$ cat src/rtl/axis_pkg.sv
// axis_pkg: shared source-index type and arbiter constants for the AXI-Stream blocks
package axis_pkg;
  typedef enum logic {SRC0 = 1'b0, SRC1 = 1'b1} axis_src_t;
  localparam int AXIS_ARB2_NUM_SRC = 2;
endpackage

$ cat src/rtl/axis_if.sv
// axis_if: AXI-Stream valid/ready/data bundle with manager and subordinate views
interface axis_if #(parameter int TDATA_WIDTH = 8);
  logic                   tvalid;
  logic                   tready;
  logic [TDATA_WIDTH-1:0] tdata;
  modport m (output tvalid, output tdata, input tready);
  modport s (input tvalid, input tdata, output tready);
endinterface

$ cat src/rtl/axis_arb2_rr.sv
// rr_arb2: two-way grant logic; round-robin pointer only with AXIS_ARB2_ROUND_ROBIN_EN
module rr_arb2
  import axis_pkg::*;
(
  input  logic                         clk,
  input  logic                         rst_n,
  input  logic [AXIS_ARB2_NUM_SRC-1:0] req,
  input  logic                         advance,
  output axis_src_t                    grant
);
`ifdef AXIS_ARB2_ROUND_ROBIN_EN
  axis_src_t prio_q;
  // Lone requester wins; on contention the pointer decides.
  always_comb grant = (req == 2'b10) ? SRC1 : (req == 2'b11) ? prio_q : SRC0;
  // After each consumed beat, favour the input that was not served.
  always_ff @(posedge clk or negedge rst_n)
    if (!rst_n) prio_q <= SRC0;
    else if (advance) prio_q <= (grant == SRC0) ? SRC1 : SRC0;
`else
  logic unused_ok;
  assign unused_ok = ^{clk, rst_n, advance};
  // Fixed priority: input 0 always wins on contention.
  always_comb grant = (req == 2'b10) ? SRC1 : SRC0;
`endif
endmodule

$ cat src/rtl/axis_arb2.sv
// axis_arb2: merges two AXI-Stream inputs into one; AXIS_ARB2_ROUND_ROBIN_EN selects round-robin over fixed priority
module axis_arb2
  import axis_pkg::*;
#(
  parameter bit OUT_REG = 1
) (
  input  logic clk,
  input  logic rst_n,
  axis_if.s    axis_sif0,
  axis_if.s    axis_sif1,
  axis_if.m    axis_mif,
  output logic src_id,
  input  logic invalidate
);
  localparam int W = $bits(axis_mif.tdata);
  if ($bits(axis_sif0.tdata) != W || $bits(axis_sif1.tdata) != W) begin : g_width_bad
    $fatal(1, "axis_arb2: subordinate tdata width differs from manager width");
  end
  logic [AXIS_ARB2_NUM_SRC-1:0] req;
  logic                         accept;
  logic                         advance;
  axis_src_t                    grant;
  assign req = {axis_sif1.tvalid, axis_sif0.tvalid};
  // Treadys are masked by reset so nothing is taken while the output state is forced idle.
  assign axis_sif0.tready = rst_n && accept && grant == SRC0 && !invalidate;
  assign axis_sif1.tready = rst_n && accept && grant == SRC1 && !invalidate;
  assign advance = (axis_sif0.tvalid && axis_sif0.tready) || (axis_sif1.tvalid && axis_sif1.tready);
  rr_arb2 u_arb (
    .clk     (clk),
    .rst_n   (rst_n),
    .req     (req),
    .advance (advance),
    .grant   (grant)
  );
  if (OUT_REG) begin : g_reg
    logic         tvalid_q;
    logic [W-1:0] tdata_q;
    axis_src_t    src_q;
    assign accept = !tvalid_q || axis_mif.tready;
    // Output slot: load the granted beat when free, flush on invalidate, hold while stalled.
    always_ff @(posedge clk or negedge rst_n)
      if (!rst_n) begin
        tvalid_q <= 1'b0;
        tdata_q  <= '0;
        src_q    <= SRC0;
      end else if (invalidate) begin
        tvalid_q <= 1'b0;
      end else if (accept) begin
        tvalid_q <= |req;
        if (|req) begin
          tdata_q <= (grant == SRC1) ? axis_sif1.tdata : axis_sif0.tdata;
          src_q   <= grant;
        end
      end
    assign axis_mif.tvalid = tvalid_q;
    assign axis_mif.tdata  = tdata_q;
    assign src_id          = src_q;
  end else begin : g_comb
    assign accept          = axis_mif.tready;
    assign axis_mif.tvalid = rst_n && (|req) && !invalidate;
    assign axis_mif.tdata  = (grant == SRC1) ? axis_sif1.tdata : axis_sif0.tdata;
    assign src_id          = rst_n && grant == SRC1;
  end
endmodule

$ cat src/flat_wrapper.sv
// flat-port wrapper written by rule: the top's interface ports become plain ports
module axis_arb2_flat import axis_pkg::*;
#(
  parameter bit OUT_REG = 1
)
  (clk, rst_n, src_id, invalidate, axis_sif0_tvalid, axis_sif0_tdata, axis_sif0_tready, axis_sif1_tvalid, axis_sif1_tdata, axis_sif1_tready, axis_mif_tvalid, axis_mif_tdata, axis_mif_tready);
  axis_if #(.TDATA_WIDTH(8)) axis_sif0_i ();
  axis_if #(.TDATA_WIDTH(8)) axis_sif1_i ();
  axis_if #(.TDATA_WIDTH(8)) axis_mif_i ();
  input  logic clk;
  input  logic rst_n;
  output logic src_id;
  input  logic invalidate;
  input wire logic [$bits(axis_sif0_i.tvalid)-1:0] axis_sif0_tvalid;
  input wire logic [$bits(axis_sif0_i.tdata)-1:0] axis_sif0_tdata;
  output wire logic [$bits(axis_sif0_i.tready)-1:0] axis_sif0_tready;
  input wire logic [$bits(axis_sif1_i.tvalid)-1:0] axis_sif1_tvalid;
  input wire logic [$bits(axis_sif1_i.tdata)-1:0] axis_sif1_tdata;
  output wire logic [$bits(axis_sif1_i.tready)-1:0] axis_sif1_tready;
  output wire logic [$bits(axis_mif_i.tvalid)-1:0] axis_mif_tvalid;
  output wire logic [$bits(axis_mif_i.tdata)-1:0] axis_mif_tdata;
  input wire logic [$bits(axis_mif_i.tready)-1:0] axis_mif_tready;
  assign axis_sif0_i.tvalid = axis_sif0_tvalid;
  assign axis_sif0_i.tdata = axis_sif0_tdata;
  assign axis_sif0_tready = axis_sif0_i.tready;
  assign axis_sif1_i.tvalid = axis_sif1_tvalid;
  assign axis_sif1_i.tdata = axis_sif1_tdata;
  assign axis_sif1_tready = axis_sif1_i.tready;
  assign axis_mif_tvalid = axis_mif_i.tvalid;
  assign axis_mif_tdata = axis_mif_i.tdata;
  assign axis_mif_i.tready = axis_mif_tready;
  axis_arb2 #(.OUT_REG(OUT_REG)) u_core (.clk(clk), .rst_n(rst_n), .axis_sif0(axis_sif0_i), .axis_sif1(axis_sif1_i), .axis_mif(axis_mif_i), .src_id(src_id), .invalidate(invalidate));
endmodule
$ cat config.mk
export PLATFORM = sky130hd
export DESIGN_NAME = axis_arb2_flat
export DESIGN_NICKNAME = d
export VERILOG_FILES = /design/src/rtl/axis_pkg.sv /design/src/rtl/axis_if.sv /design/src/rtl/axis_arb2_rr.sv /design/src/rtl/axis_arb2.sv /design/src/flat_wrapper.sv
export SDC_FILE = /design/constraint.sdc
export NUM_CORES = 1
export LEC_CHECK = 0
export BUFFER_PORTS_ARGS = -buffer_cell sky130_fd_sc_hd__clkbuf_2
export CELL_PAD_IN_SITES_DETAIL_PLACEMENT = 0
export CELL_PAD_IN_SITES_GLOBAL_PLACEMENT = 2
export CORE_UTILIZATION = 21
export DETAILED_ROUTE_END_ITERATION = 16
export PLACE_DENSITY_LB_ADDON = 0.1
export SETUP_SLACK_MARGIN = 0.4
export SYNTH_ARGS = -nofsm -noshare
export SYNTH_HDL_FRONTEND = slang
export SYNTH_HIERARCHICAL = 1
export SYNTH_SLANG_ARGS = --single-unit
$ cat constraint.sdc
create_clock -name clk -period 1.5 [get_ports clk]
set_clock_uncertainty 0.15 [all_clocks]
set_input_delay 0.3 -clock clk [delete_from_list [all_inputs] [get_ports clk]]
set_output_delay 0.3 -clock clk [all_outputs]
set_load 0.01 [all_outputs]
==> results of run 1 <==
-- worst min path at each step --
stage	startpoint	to	slack, ps	cells past startpoint
floorplan	rst_n	u_core/axis_mif.tdata[0]$_DFFE_PN0P_	-150	0
global placement	rst_n	u_core/axis_mif.tdata[7]$_DFFE_PN0P_	100	2
detailed placement	rst_n	u_core/axis_mif.tvalid$_DFFE_PN0P_	100	2
CTS	invalidate	u_core/axis_mif.tvalid$_DFFE_PN0P_	100	2
global route	invalidate	u_core/axis_mif.tvalid$_DFFE_PN0P_	110	2
finish	invalidate	u_core/axis_mif.tvalid$_DFFE_PN0P_	110	2
-- state kept, by name, summed over array words and instances (netlist names) --
name / count
u_core/axis_mif.tdata: 8
u_core/axis_mif.tvalid: 1
u_core/src_id: 1
-- power by group --
group	internal [mW]	switching, mW
clock network	0.147	0.0829
registers	0.316	0.0251
logic	0.190	0.103
-- repair_timing --
| item | in CTS | in global routing |
|---|---|---|
| endpoints found under the setup margin | 21 | 21 |
| hold endpoints to repair | 10 | 0 |
| gates resized for setup | 10 | 14 |
| setup buffers | 1 | 4 |
| pin swaps | 1 | 0 |
| hold buffers | 1 | 0 |
-- layout make-up --
cell class	count	area [sq um]	area share (%)
Clock buffer	4	36.3	3.99
Timing Repair Buffer	43	280	30.8
Tap cell	28	35.0	3.85
Inverter	1	3.75	0.413
Sequential cell	10	250	27.5
Multi-Input combinational cell	26	304	33.4
-- layout by cell type (no fill, tap or decap) --
master                          count
sky130_fd_sc_hd__clkbuf_2          21
sky130_fd_sc_hd__buf_4              7
sky130_fd_sc_hd__buf_6              2
sky130_fd_sc_hd__clkbuf_8           1
sky130_fd_sc_hd__dfrtp_1           10
sky130_fd_sc_hd__nor3_4             1
sky130_fd_sc_hd__inv_1              1
sky130_fd_sc_hd__clkbuf_4           3
sky130_fd_sc_hd__nor2_1             3
sky130_fd_sc_hd__mux2_4             9
sky130_fd_sc_hd__nor2b_4            2
sky130_fd_sc_hd__buf_12             2
sky130_fd_sc_hd__nand3b_1           1
sky130_fd_sc_hd__buf_2             10
sky130_fd_sc_hd__a21oi_1            1
sky130_fd_sc_hd__mux2_2             8
sky130_fd_sc_hd__dlygate4sd3_1      1
sky130_fd_sc_hd__or2b_4             1
-- routing by layer --
metal	global-route usage [%]	share of wire, %	vias up
li1	-	-	225
met1	11.0	42	218
met3	5.26	8.2	0
met2	17.1	50	20
met5	0	0	-
met4	2.70	0	0
-- worst register-to-register path, delay by kind of cell (launching register included) --
kind                   cells  cell delay (ps)
and+or+nand+nor            2              310
muxes                      1              300
buffers and inverters      2              310
DFF                        1              370
==> flow_summary.toml, run 1 <==
[global_route]
globalRouteOverflowTotal = 0
aggregate_global_route_resource_usage_pct = 10.1
grt_start_max_net_pins = 12
number_of_global_route_vias_before_repair = 443
antenna_violations_before_repair = 0
grt_first_pass_wirelength_um = 1920

[final_layout]
nNetsFinal = 107
drive_gt1_share_pct = 79.8
utilization_pct = 39.6
finalNonFillerCells = 112
area_overhead_of_the_layout_relative_to_synthesis_pct = 72.7
filler_instances = 233
stdcell_area_sq_um = 910
antenna_cells = 0

[placement]
port_buffer_cells = 33
detailed_place_hpwl_um = 883
placement.cell_area_sq_um = 777
dpl_worst_slack_ps = -55.0
gp_congestion = 0.619
dpl.cell_count = 102

[timing]
hold_viol_final = 0
setup_tns_ps = -555
fin_crit_sh_pct = 106
achievable-frequency_ghz = 0.632
worst_pin_slew_ps = 247
timing.final.max_slew_violations = 0
setup_viol_count_final = 11
max_slew_margin_pct = 83.5
final_period_minus_worst_setup_slack_ps = 1580
timing.hold.ws_ps = 110
grt_setup_unrepaired = "yes"
final_worst_setup_slack_ps = -83.3

[routing]
postRouteWirelength_um = 1210
via_count = 463
drc = 0
avgViaCountPerCell = 4.13
postRouteAntennaNets = 0
initial_drc_count = 0
detail_route.first_pass.iterations = 1
post_detailed_route_wirelength_per_cell_um = 10.8

[setup_path]
endpoint_kind = "primary output"
r2r_cells = 5
timing.critical_path.depth = 4
crit_path_cell_trace = "or2b_4 -> nand3b_1 -> nor2_1 -> buf_2"
worst_setup_path_endpoint = "axis_sif1_tready"
reg2reg_setup_slack_ps = -50
worst_setup_path_startpoint = "u_core/axis_mif.tvalid$_DFFE_PN0P_"
crit_family = "simple AND/OR/NAND/NOR gates"
crit_path_start_kind = "flop"
cp_slowest_cell = "sky130_fd_sc_hd__dfrtp_1"
rr_startpoint = "u_core/axis_mif.tvalid$_DFFE_PN0P_"
cp.arrival_ps = 1130
cp.buffers_inverters = 1
critical_path_peak_fanout = 2
cp_slowest_stage_delay_ps = 340
worst_r2r_endpoint = "u_core/axis_mif.tdata[4]$_DFFE_PN0P_"
setup.worst_path.class = "flop to primary output"
worst_ep_required_time_ps = 1050

[floorplanning]
io_pins = 34
die_w_um = 52.1
floorplan.initialDensity_pct = 22.9
fp.dieArea_sq_mm = 0.00271
floorplan.die.height_um = 52.1
fp.coreArea_sq_mm = 0.00230
fp-row-count = 17

[clock_network]
tritoncts = "built"
worst_skew_pair.late_latency_ps = 250
cts_inserted_buffers = 3
cts_max_path_buffers = 2
cts-root-buf = "sky130_fd_sc_hd__clkbuf_4"
clk_pin_slew_worst_paths_ps = 60
numClockSinks = 10
cts-htree-levels = 1

[status]
failed_checks = "negative setup slack"
status = "finished with violations"

[synth]
synthCells = 38
synth_area_per_cell_sq_um = 13.9
syn_area_sq_um = 527
synth_nets = 60
ys.warnings.count = 6

[power]
vdd.ir_drop.worst_v = 0.000573
p_leak_nw = 0.471
power.total_mw = 0.864
power-per-cell-area_mw_per_mm2 = 950

[worst_hold_path]
worstHoldPathType = "input port to flop"

[job]
maxCapViolations = 0
Note: power is estimated with default switching activity, not from simulation.
==> inputs of run 2 (changes only) <==
- MAX_ROUTING_LAYER: not set -> met4
==> flow_summary.toml, run 2 (synthesis results as in run 1) <==
[status]
status = "finished with violations"
failed_checks = "negative setup slack"

[setup_path]
setup.worst_path.class = "flop to primary output"
cp_slowest_stage_delay_ps = 340
worst_ep_required_time_ps = 1050
cp.arrival_ps = 1130
r2r_cells = 5
crit_family = "simple AND/OR/NAND/NOR gates"
critical_path_peak_fanout = 2
crit_path_cell_trace = "or2b_4 -> nand3b_1 -> nor2_1 -> buf_2"
crit_path_start_kind = "flop"
rr_startpoint = "u_core/axis_mif.tvalid$_DFFE_PN0P_"
worst_r2r_endpoint = "u_core/axis_mif.tdata[4]$_DFFE_PN0P_"
cp.buffers_inverters = 1
endpoint_kind = "primary output"
cp_slowest_cell = "sky130_fd_sc_hd__dfrtp_1"
reg2reg_setup_slack_ps = -50

[floorplanning]
die_w_um = 52.1
fp.dieArea_sq_mm = 0.00271
io_pins = 34
floorplan.die.height_um = 52.1
fp.coreArea_sq_mm = 0.00230
floorplan.initialDensity_pct = 22.9
fp-row-count = 17

[placement]
placement.cell_area_sq_um = 777
detailed_place_hpwl_um = 883
gp_congestion = 0.624
dpl.cell_count = 102
dpl_worst_slack_ps = -55.0
port_buffer_cells = 33

[timing]
setup_viol_count_final = 11
final_worst_setup_slack_ps = -82.9
timing.hold.ws_ps = 111
fin_crit_sh_pct = 106
setup_tns_ps = -554
hold_viol_final = 0
final_period_minus_worst_setup_slack_ps = 1580
max_slew_margin_pct = 83.5
grt_setup_unrepaired = "yes"
achievable-frequency_ghz = 0.632
worst_pin_slew_ps = 247
timing.final.max_slew_violations = 0

[clock_network]
tritoncts = "built"
cts-root-buf = "sky130_fd_sc_hd__clkbuf_4"
cts_max_path_buffers = 2
cts_inserted_buffers = 3
cts-htree-levels = 1
clk_pin_slew_worst_paths_ps = 60
numClockSinks = 10
worst_skew_pair.late_latency_ps = 250

[global_route]
grt_start_max_net_pins = 12
aggregate_global_route_resource_usage_pct = 10.4
number_of_global_route_vias_before_repair = 443
grt_first_pass_wirelength_um = 1920
antenna_violations_before_repair = 0
globalRouteOverflowTotal = 0

[power]
power.total_mw = 0.864
switchingPower_mw = 0.211
share_of_total_power_consumed_by_net_switching_pct = 24.4
vdd.ir_drop.worst_v = 0.000572
power.clock.fraction_pct = 26.6
p_seq_share_pct = 39.5
power.combinational.fraction_pct = 33.9
p_leak_nw = 0.471
power-per-cell-area_mw_per_mm2 = 950
p_int_mw = 0.653

[routing]
avgViaCountPerCell = 4.15
initial_drc_count = 0
detail_route.first_pass.iterations = 1
postRouteAntennaNets = 0
postRouteWirelength_um = 1210
via_count = 465
drc = 0
post_detailed_route_wirelength_per_cell_um = 10.8

[final_layout]
largest_reg_flops = 8
leading_cell_type_in_the_layout_fill_and_taps_excluded = "sky130_fd_sc_hd__clkbuf_2"
utilization_pct = 39.6
drive_gt1_share_pct = 79.8
area_overhead_of_the_layout_relative_to_synthesis_pct = 72.7
finalNonFillerCells = 112
layout_common_cells = "sky130_fd_sc_hd__clkbuf_2, sky130_fd_sc_hd__buf_2, sky130_fd_sc_hd__dfrtp_1"
antenna_cells = 0
filler_instances = 233
stdcell_area_sq_um = 910
nNetsFinal = 107

[worst_hold_path]
holdPathStages = 2
hold_end = "u_core/axis_mif.tvalid$_DFFE_PN0P_"
worstHoldPathType = "input port to flop"
worstHoldStart = "invalidate"

[job]
maxCapViolations = 0
## run 2: cell counts in the layout (fill, tap and decap cells not counted)
Identical to the previous run, type by type.
## run 2: worst reg2reg max path, cell delays in order (launching register included)
cell                      delay, ps
sky130_fd_sc_hd__dfrtp_1        370
sky130_fd_sc_hd__buf_4          140
sky130_fd_sc_hd__nor2b_4        120
sky130_fd_sc_hd__nor3_4         190
sky130_fd_sc_hd__buf_12         170
sky130_fd_sc_hd__mux2_4         300
## run 2: repair_timing
| item | 4_1_cts | 5_1_grt |
|---|---|---|
| endpoints found under the hold margin | 10 | 0 |
| setup endpoints to repair | 21 | 21 |
| setup buffers | 1 | 4 |
| hold buffers | 1 | 0 |
| pin swaps | 1 | 0 |
| gates resized for setup | 10 | 14 |
## run 2: power by group through the flow
stage | combinational, mW | sequential, mW | clock (mW)
5_1_grt | 0.318 | 0.345 | 0.265
4_1_cts | 0.262 | 0.343 | 0.246
6_report | 0.293 | 0.341 | 0.230
2_1_floorplan | 0.0868 | 0.366 | 0
3_5_place_dp | 0.223 | 0.347 | 0
3_3_place_gp | 0.225 | 0.346 | 0
## run 2: area by class of cell
class                           count  area [sq um]  share of cell area, %
Sequential cell                    10           250                   27.5
Timing Repair Buffer               43           280                   30.8
Multi-Input combinational cell     26           304                   33.4
Clock buffer                        4          36.3                   3.99
Tap cell                           28          35.0                   3.85
Inverter                            1          3.75                  0.413
## run 2: worst max-delay path by stage
| stage | start | cells after the start | endpoint | slack, ps |
|---|---|---|---|---|
| floorplan | u_core/axis_mif.tvalid$_DFFE_PN0P_ | 3 | u_core/axis_mif.tdata[0]$_DFFE_PN0P_ | -5 |
| global placement | axis_sif1_tvalid | 5 | u_core/axis_mif.tdata[2]$_DFFE_PN0P_ | -50 |
| detailed placement | axis_sif1_tvalid | 5 | u_core/axis_mif.tdata[4]$_DFFE_PN0P_ | -60 |
| CTS | u_core/axis_mif.tvalid$_DFFE_PN0P_ | 4 | axis_sif1_tready | -100 |
| global route | u_core/axis_mif.tvalid$_DFFE_PN0P_ | 4 | axis_sif1_tready | -140 |
| finish | u_core/axis_mif.tvalid$_DFFE_PN0P_ | 4 | axis_sif1_tready | -80 |
## run 2: metal layers
metal / track usage [%] / wire length (um) / vias up
li1: - / - / 225
met2: 17.1 / 593 / 20
met3: 5.26 / 99 / 2
met1: 11.0 / 510 / 218
met5: - / 0 / -
met4: 2.70 / 6 / 0
==> inputs of run 3 (changes only) <==
- ABC_AREA: not set -> 1
- CORE_UTILIZATION: 21 -> 19
- GPL_TIMING_DRIVEN: not set -> 0
==> flow_summary.toml, run 3 <==
[status]
status = "finished with violations"
failed_checks = "design-rule violations, negative hold slack, negative setup slack"

[floorplanning]
floorplan.initialDensity_pct = 20.5
fp.coreArea_sq_mm = 0.00283
fp.dieArea_sq_mm = 0.00327
die_w_um = 57.2
fp-row-count = 19
floorplan.die.height_um = 57.2
io_pins = 34

[routing]
postRouteWirelength_um = 1670
drc = 1
post_detailed_route_wirelength_per_cell_um = 10.5
detail_route.first_pass.iterations = 10
initial_drc_count = 8
postRouteAntennaNets = 0
avgViaCountPerCell = 4.10
via_count = 648

[clock_network]
cts_max_path_buffers = 2
cts-root-buf = "sky130_fd_sc_hd__clkbuf_4"
clk_pin_slew_worst_paths_ps = 70
numClockSinks = 10
tritoncts = "built"
cts-htree-levels = 1
worst_skew_pair.late_latency_ps = 260
cts_inserted_buffers = 3

[setup_path]
timing.critical_path.depth = 4
crit_path_start_kind = "flop"
worst_ep_required_time_ps = 1050
endpoint_kind = "primary output"
cp.arrival_ps = 1050
cp_slowest_cell = "sky130_fd_sc_hd__dfrtp_2"
worst_path_most_repeated_cell = "sky130_fd_sc_hd__nand2_4"
cp_slowest_stage_delay_ps = 420
cp.buffers_inverters = 1
crit_family = "flip-flops"
crit_path_cell_trace = "nand2_4 -> nand2_4 -> nor3_4 -> buf_2"
setup.worst_path.class = "flop to primary output"
critical_path_peak_fanout = 2
r2r_cells = 6

[synth]
synthCells = 81
ys.warnings.count = 6
syn_area_sq_um = 579
synth_area_per_cell_sq_um = 7.15
synth_nets = 103

[timing]
final_period_minus_worst_setup_slack_ps = 1500
final_worst_setup_slack_ps = -4.57
hold_viol_final = 10
setup_tns_ps = -4.57
fin_crit_sh_pct = 100
timing.hold.ws_ps = -239
worst_pin_slew_ps = 332
timing.final.max_slew_violations = 0
setup_viol_count_final = 1
grt_setup_unrepaired = "yes"
achievable-frequency_ghz = 0.665
max_slew_margin_pct = 77.8

[power]
power-per-cell-area_mw_per_mm2 = 857
p_leak_nw = 0.581
vdd.ir_drop.worst_v = 0.000684
power.total_mw = 0.861

[global_route]
grt_first_pass_wirelength_um = 2830
globalRouteOverflowTotal = 0
grt_start_max_net_pins = 13
aggregate_global_route_resource_usage_pct = 11.8
number_of_global_route_vias_before_repair = 625
antenna_violations_before_repair = 0

[final_layout]
antenna_cells = 0
drive_gt1_share_pct = 53.5
layout_common_cells = "sky130_fd_sc_hd__nand2_1, sky130_fd_sc_hd__clkbuf_2, sky130_fd_sc_hd__buf_2"
area_overhead_of_the_layout_relative_to_synthesis_pct = 73.4
leading_cell_type_in_the_layout_fill_and_taps_excluded = "sky130_fd_sc_hd__nand2_1"
largest_reg_flops = 8
finalNonFillerCells = 158
nNetsFinal = 150

[job]
maxCapViolations = 0

[placement]
gp_congestion = 0.654
dpl.cell_count = 145
detailed_place_hpwl_um = 1190
port_buffer_cells = 33

[worst_hold_path]
worstHoldPathType = "input port to asynchronous set/reset pin"
## run 3: path summary, 6_finish.rpt
check / from / endpoint / slack, ps
worst max-delay path: u_core/axis_mif.tvalid$_DFFE_PN0P_ / axis_sif0_tready / -5
worst min-delay path: rst_n / u_core/axis_mif.tdata[2]$_DFFE_PN0P_ / -240
worst max register to register: u_core/axis_mif.tvalid$_DFFE_PN0P_ / u_core/src_id$_DFFE_PN0P_ / 140
worst min register to register: u_core/src_id$_DFFE_PN0P_ / u_core/src_id$_DFFE_PN0P_ / 320
max in group asynchronous: rst_n / u_core/axis_mif.tvalid$_DFFE_PN0P_ / 1190
min in group clk: axis_sif1_tdata[0] / u_core/axis_mif.tdata[0]$_DFFE_PN0P_ / 200
## run 3: what timing repair did
item,in CTS,in global routing
setup buffers,8,1
hold endpoints to repair,10,10
gates resized for setup,11,17
pin swaps,6,2
setup endpoints to repair,19,22
## run 3: per-stage QoR
stage	area, sq um	util, %	hold WS, ps	setup WS (ps)
after global routing	1000	35.5	-226	-77.7
after detailed placement	833	29.5	70.5	-24.1
after CTS	982	34.7	-224	-25.2
after floorplan	629	-	-146	260
final	1000	35.5	-239	-4.57
after global placement	833	29.5	70.4	-22.8
## run 3: power breakdown
part | internal [mW] | total [mW] | switching [mW]
Sequential | 0.311 | 0.334 | 0.0226
Combinational | 0.137 | 0.285 | 0.149
Clock | 0.147 | 0.242 | 0.0949
Total | 0.595 | 0.861 | 0.266
## run 3: metal layers
layer	track usage, %	vias up	wire [um]
met5	-	-	0
met4	3.14	0	14
met3	3.63	2	79
met2	19.3	19	811
met1	14.1	287	760
li1	-	340	-
## run 3: area by class of cell
cell class                 count  area, sq um
sequential                    10          251
inverter                       7         33.8
buffer                         1         15.0
multi-input combinational     63          378
clock buffer                   4         36.3
fill                         319         1820
tap                           31         38.8
timing repair buffer          42          251
